[src/rtl/mem_arbiter.sv]
// mem_arbiter: LS-priority IF/LS arbiter with IF anti-starvation; req valid/ready in, 1-cycle rsp pulses out, ram_rd_*/ram_wr_* to the RAM port
module mem_arbiter #(
  parameter int ADDR_W     = 64,
  parameter int DATA_W     = 64,
  parameter int RD_LAT     = 1,
  parameter int STARVE_MAX = 4
) (
  input  logic              clk,
  input  logic              rst,
  input  logic              if_req_valid,
  input  logic [ADDR_W-1:0] if_req_addr,
  output logic              if_req_ready,
  output logic              if_rsp_valid,
  output logic [DATA_W-1:0] if_rsp_data,
  input  logic              ls_req_valid,
  input  logic              ls_req_we,
  input  logic [ADDR_W-1:0] ls_req_addr,
  input  logic [DATA_W-1:0] ls_req_wdata,
  input  logic [DATA_W-1:0] ls_req_wmask,
  output logic              ls_req_ready,
  output logic              ls_rsp_valid,
  output logic [DATA_W-1:0] ls_rsp_data,
  output logic              ram_rd_en,
  output logic [ADDR_W-1:0] ram_rd_addr,
  input  logic [DATA_W-1:0] ram_rd_data,
  output logic              ram_wr_en,
  output logic [ADDR_W-1:0] ram_wr_addr,
  output logic [DATA_W-1:0] ram_wr_data,
  output logic [DATA_W-1:0] ram_wr_mask
);
  typedef enum logic {IDLE, RD_WAIT} state_t;
  state_t            state_q, state_d;
  logic [2:0]        lat_q, lat_d;
  logic [3:0]        starve_q, starve_d;
  logic              owner_q, owner_d;
  logic              if_rsp_valid_q, if_rsp_valid_d, ls_rsp_valid_q, ls_rsp_valid_d;
  logic [DATA_W-1:0] if_rsp_data_q, if_rsp_data_d, ls_rsp_data_q, ls_rsp_data_d;
  logic [ADDR_W-1:0] rd_addr_q, rd_addr_d, wr_addr_q, wr_addr_d;
  logic [DATA_W-1:0] wr_data_q, wr_data_d, wr_mask_q, wr_mask_d;
  logic              idle, starved, rd_acc, wr_acc, done;
  always_comb begin
    idle         = rst && state_q == IDLE;
    starved      = if_req_valid && starve_q == 4'(STARVE_MAX);
    ls_req_ready = idle && ls_req_valid && !starved;
    if_req_ready = idle && if_req_valid && !ls_req_ready;
    rd_acc       = if_req_ready || (ls_req_ready && !ls_req_we);
    wr_acc       = ls_req_ready && ls_req_we;
    done         = state_q == RD_WAIT && lat_q == 3'd1;
    rd_addr_d    = rd_acc ? (if_req_ready ? if_req_addr : ls_req_addr) : rd_addr_q;
    wr_addr_d    = wr_acc ? ls_req_addr : wr_addr_q;
    wr_data_d    = wr_acc ? ls_req_wdata : wr_data_q;
    wr_mask_d    = wr_acc ? ls_req_wmask : wr_mask_q;
    state_d      = rd_acc ? RD_WAIT : done ? IDLE : state_q;
    lat_d        = rd_acc ? 3'(RD_LAT) : state_q == RD_WAIT ? lat_q - 3'd1 : lat_q;
    owner_d      = rd_acc ? ls_req_ready : owner_q;
    // RD_WAIT holds the count; only an IDLE loss to LS advances it
    starve_d     = (!if_req_valid || if_req_ready) ? 4'd0 :
                   (ls_req_ready && !starved) ? starve_q + 4'd1 : starve_q;
    if_rsp_valid_d = done && !owner_q;
    ls_rsp_valid_d = (done && owner_q) || wr_acc;
    if_rsp_data_d  = (done && !owner_q) ? ram_rd_data : if_rsp_data_q;
    ls_rsp_data_d  = (done && owner_q) ? ram_rd_data : wr_acc ? '0 : ls_rsp_data_q;
    ram_rd_en      = rd_acc;
    ram_rd_addr    = rd_addr_d;
    ram_wr_en      = wr_acc;
    ram_wr_addr    = wr_addr_d;
    ram_wr_data    = wr_data_d;
    ram_wr_mask    = wr_mask_d;
    if_rsp_valid   = if_rsp_valid_q;
    if_rsp_data    = if_rsp_data_q;
    ls_rsp_valid   = ls_rsp_valid_q;
    ls_rsp_data    = ls_rsp_data_q;
  end
  always_ff @(posedge clk) begin
    if (!rst) begin
      state_q        <= IDLE;
      lat_q          <= '0;
      starve_q       <= '0;
      owner_q        <= 1'b0;
      if_rsp_valid_q <= 1'b0;
      ls_rsp_valid_q <= 1'b0;
      if_rsp_data_q  <= '0;
      ls_rsp_data_q  <= '0;
      rd_addr_q      <= '0;
      wr_addr_q      <= '0;
      wr_data_q      <= '0;
      wr_mask_q      <= '0;
    end else begin
      state_q        <= state_d;
      lat_q          <= lat_d;
      starve_q       <= starve_d;
      owner_q        <= owner_d;
      if_rsp_valid_q <= if_rsp_valid_d;
      ls_rsp_valid_q <= ls_rsp_valid_d;
      if_rsp_data_q  <= if_rsp_data_d;
      ls_rsp_data_q  <= ls_rsp_data_d;
      rd_addr_q      <= rd_addr_d;
      wr_addr_q      <= wr_addr_d;
      wr_data_q      <= wr_data_d;
      wr_mask_q      <= wr_mask_d;
    end
  end
endmodule

[config.mk]
export PLATFORM = sky130hd
export DESIGN_NAME = mem_arbiter
export DESIGN_NICKNAME = d
export VERILOG_FILES = /design/src/rtl/mem_arbiter.sv
export SDC_FILE = /design/constraint.sdc
export NUM_CORES = 1
export LEC_CHECK = 0
export CORE_AREA = 2 2 280 282
export CTS_BUF_LIST = sky130_fd_sc_hd__clkbuf_8
export DETAILED_ROUTE_END_ITERATION = 16
export DIE_AREA = 0 0 282 284
export GPL_ROUTABILITY_DRIVEN = 0
export GPL_TIMING_DRIVEN = 0
export SLEW_MARGIN = 20
export SYNTH_ARGS = -nofsm -noshare
export SYNTH_HDL_FRONTEND = slang
export SYNTH_SLANG_ARGS = --single-unit
[constraint.sdc]
create_clock -name clk -period 2.9 [get_ports clk]
set_clock_uncertainty 0.1 [all_clocks]
set_input_delay 0.58 -clock clk [delete_from_list [all_inputs] [get_ports clk]]
set_output_delay 0.58 -clock clk [all_outputs]
set_load 0.02 [all_outputs]
==> results.md <==
- Worst Hold Class: flip-flop to flip-flop
- Fillers: 7693
- PnR worst setup slack: -0.404 ns
- Commonest non-fill, non-tap cell in the layout: clkdlybuf4s50_1
- Clock Tree Buf Depth: 3
- Met3 WL post-DR: 7290 um
- Vias/cell: 4.46
- Starting DRT DRC Count: 789
- Final Cell Area: 30600 um2
- Clock sink count: 395
- Final setup vio count: 258
- Share of layout cells above drive strength 1: 36.0%
- H-tree Lvls: 3
- Worst vdd ir: 0.000302 V
- Hpwl dp: 56700 um
- Die extent in y: 284 um
- Post-CTS Hold Buffers: 0
- Worst setup SP type: input port
- Final-report hold violation count: 0
- Mapped Cells: 1979
- Post-synth top area share: 51.7%
- RSZ-0062 raised after global routing: true
- Synth Net Count: 2308
- Worst Path Max Fanout: 9
- Register area share after synthesis: 51.7%
- Pint: 10.2 mW
- Number of synthesized flops with an enable pin: 0
- Initial antenna violation count: 11
- Worst-Margin Slew: 0.985 ns
- FF+latch count, synth: 395
- Routed wire per std cell: 20.4 um
- Num ports: 715
- Pwr Density: 469 nW/um2
- Post-synth top area cell: dfxtp_1
- Vias in the first global route: 17.2k
- Commonest non-fill, non-tap cells in the layout: clkdlybuf4s50_1, nand2_1, dfxtp_1, a21oi_1, buf_6
- Comb power frac: 21.8%
- Req. time, crit path: 2.22 ns
- Sequential Power Share: 39.7%
- Failing checks: negative setup slack
- Total gr overflow: 0
- Final ANT Viol Nets: 0
- Max Cap Viol: 0
- Unique masters post-synth: 37
- Hold WS: 0.352 ns
- Most used DFF post-synth: dfxtp_1
- LEAKAGE: 13.0 nW
- M1 WL: 30700 um
- Die area: 80100 um2
- YS warnings: 0
- Outcome: finished with violations
- Starting Density: 19.9%
- All-layer global routing usage: 18.5%
- Layout Utilization: 39.8%
- Setup WS pre-CTS: -2.16 ns
- Min Tclk post-route: 3.30 ns
- Clock transition at path regs: 0.06 ns
- Max_slew headroom: 34.3%
- Row count: 102
- Netlist Area Pre-Place: 15300 um2
- First-pass GRT wire length: 110000 um
- IO buf count: 714
- Initial DRT Pass Iterations: 5
- Top Layer Used: met5
- Total power: 14.4 mW
- WP data arrival: 2.62 ns
- Synth area leaders: dfxtp_1, nand2_1, a21oi_1
- Drt drc: 0
- Clock root cell: clkbuf_8
- Peak Freq: 303 MHz
- Sw Pwr: 4.22 mW
- Pin count of the biggest net entering global routing: 12
- Clock share of power: 38.6%
- Critical Path End Type: primary output
- Core area: 77000 um2
- TritonCTS buffer count: 74
- Die X: 282 um
- Asr flop ratio synth: 0%
- Area grow syn2layout: 100%
- Worst-skew pair later-pin latency: 0.65 ns
- Nets: 3268
- Switching share of power: 29.4%
- CTS tree: built
- Fin. max-slew vios: 0
- Met2 wire length: 40100 um
- Drt total wl: 82200 um
- Via count: 18.0k
- Worst setup path class: input port to primary output
- DP Area: 23700 um2
- Syn Area/Cell: 7.73 um2
- Period utilization: 114%
[sequential cells by signal (all words and copies together), names as in the netlist]
signal,count
ls_rsp_data,64
wr_data_q,64
lat_q,3
wr_mask_q,64
state_q,1
rd_addr_q,64
ls_rsp_valid,1
if_rsp_data,64
if_rsp_valid,1
starve_q,4
owner_q,1
wr_addr_q,64
[per-layer routing]
metal,global-route usage [%],vias to the layer above
met5,0,-
met4,8.48,6
met3,6.77,189
met2,32.1,720
met1,19.9,8507
li1,-,8593
[per-stage QoR]
| step | std cells | setup TNS, ns |
|---|---|---|
| CTS | 3916 | -90.21 |
| detailed placement | 3733 | -613.18 |
| global placement | 3733 | -594.01 |
| finish | 4037 | -59.56 |
| global route | 4034 | -104.31 |
| floorplan | 1979 | 0 |
[worst paths after layout]
path | startpoint | slack (ns) | cells after the start | end
max reg2reg | lat_q[1] | 0.48 | 7 | if_rsp_data[11]
min reg2reg | if_rsp_data[26] | 0.35 | 2 | if_rsp_data[26]
min | if_rsp_data[26] | 0.35 | 2 | if_rsp_data[26]
max | if_req_valid | -0.40 | 9 | ram_rd_addr[49]
[synth_stat cells (4+ instances only)]
master,instances
nand2_1,811
dfxtp_1,395
a21oi_1,275
a31oi_1,103
clkbuf_1,75
nor2_1,70
a22o_1,64
buf_2,57
o21ai_0,51
mux2i_1,14
a211oi_2,13
inv_1,7
buf_4,6
buf_1,5
ha_1,4
[critical path: stages]
cell and delay (ns):
clkdlybuf4s50_1 0.57, nand4b_4 0.17, a211o_1 0.36, buf_12 0.17, clkinv_16 0.09, buf_12 0.13, nand2_4 0.06, a31oi_4 0.30
buf_6 0.17
[power by group through the flow]
stage | logic (mW) | registers [mW] | clock network (mW)
after floorplan | 0.990 | 5.80 | 0
after global placement | 2.43 | 5.78 | 0
after detailed placement | 2.42 | 5.78 | 0
after CTS | 2.65 | 5.67 | 5.72
after global routing | 3.30 | 5.71 | 5.95
final | 3.13 | 5.70 | 5.55
[kinds of logic after synthesis]
group | Yosys count | synth area share (%)
flip-flops | 395 | 51.7
multiplexers | 14 | 0.916
AND/OR/NAND/NOR | 898 | 22.5
XOR/XNOR | 2 | 0.115
adder cells (fa/ha/maj) | 4 | 0.327
AO/OA/AOI/OAI | 511 | 19.9
buffers and inverters | 155 | 4.52
[layout make-up]
cell class / instances / area, um2 / share of cell area, %
Timing Repair Buffer: 892 / 9500 / 31.0
Multi-Input combinational cell: 1429 / 9000 / 29.4
Sequential cell: 395 / 7910 / 25.8
Buffer: 136 / 1320 / 4.31
Tap cell: 1040 / 1300 / 4.25
Clock buffer: 92 / 1270 / 4.13
Clock inverter: 33 / 210 / 0.686
Inverter: 10 / 76.3 / 0.249
Antenna cell: 9 / 22.5 / 0.0735
Timing Repair inverter: 1 / 16.3 / 0.0531
[what timing repair did]
action	CTS	global route
buffers inserted	43	106
pin swaps	34	214
setup endpoints to repair	271	262
gates cloned	16	22
resized for setup	1454	1060
Power figures use the tool's default switching activity.
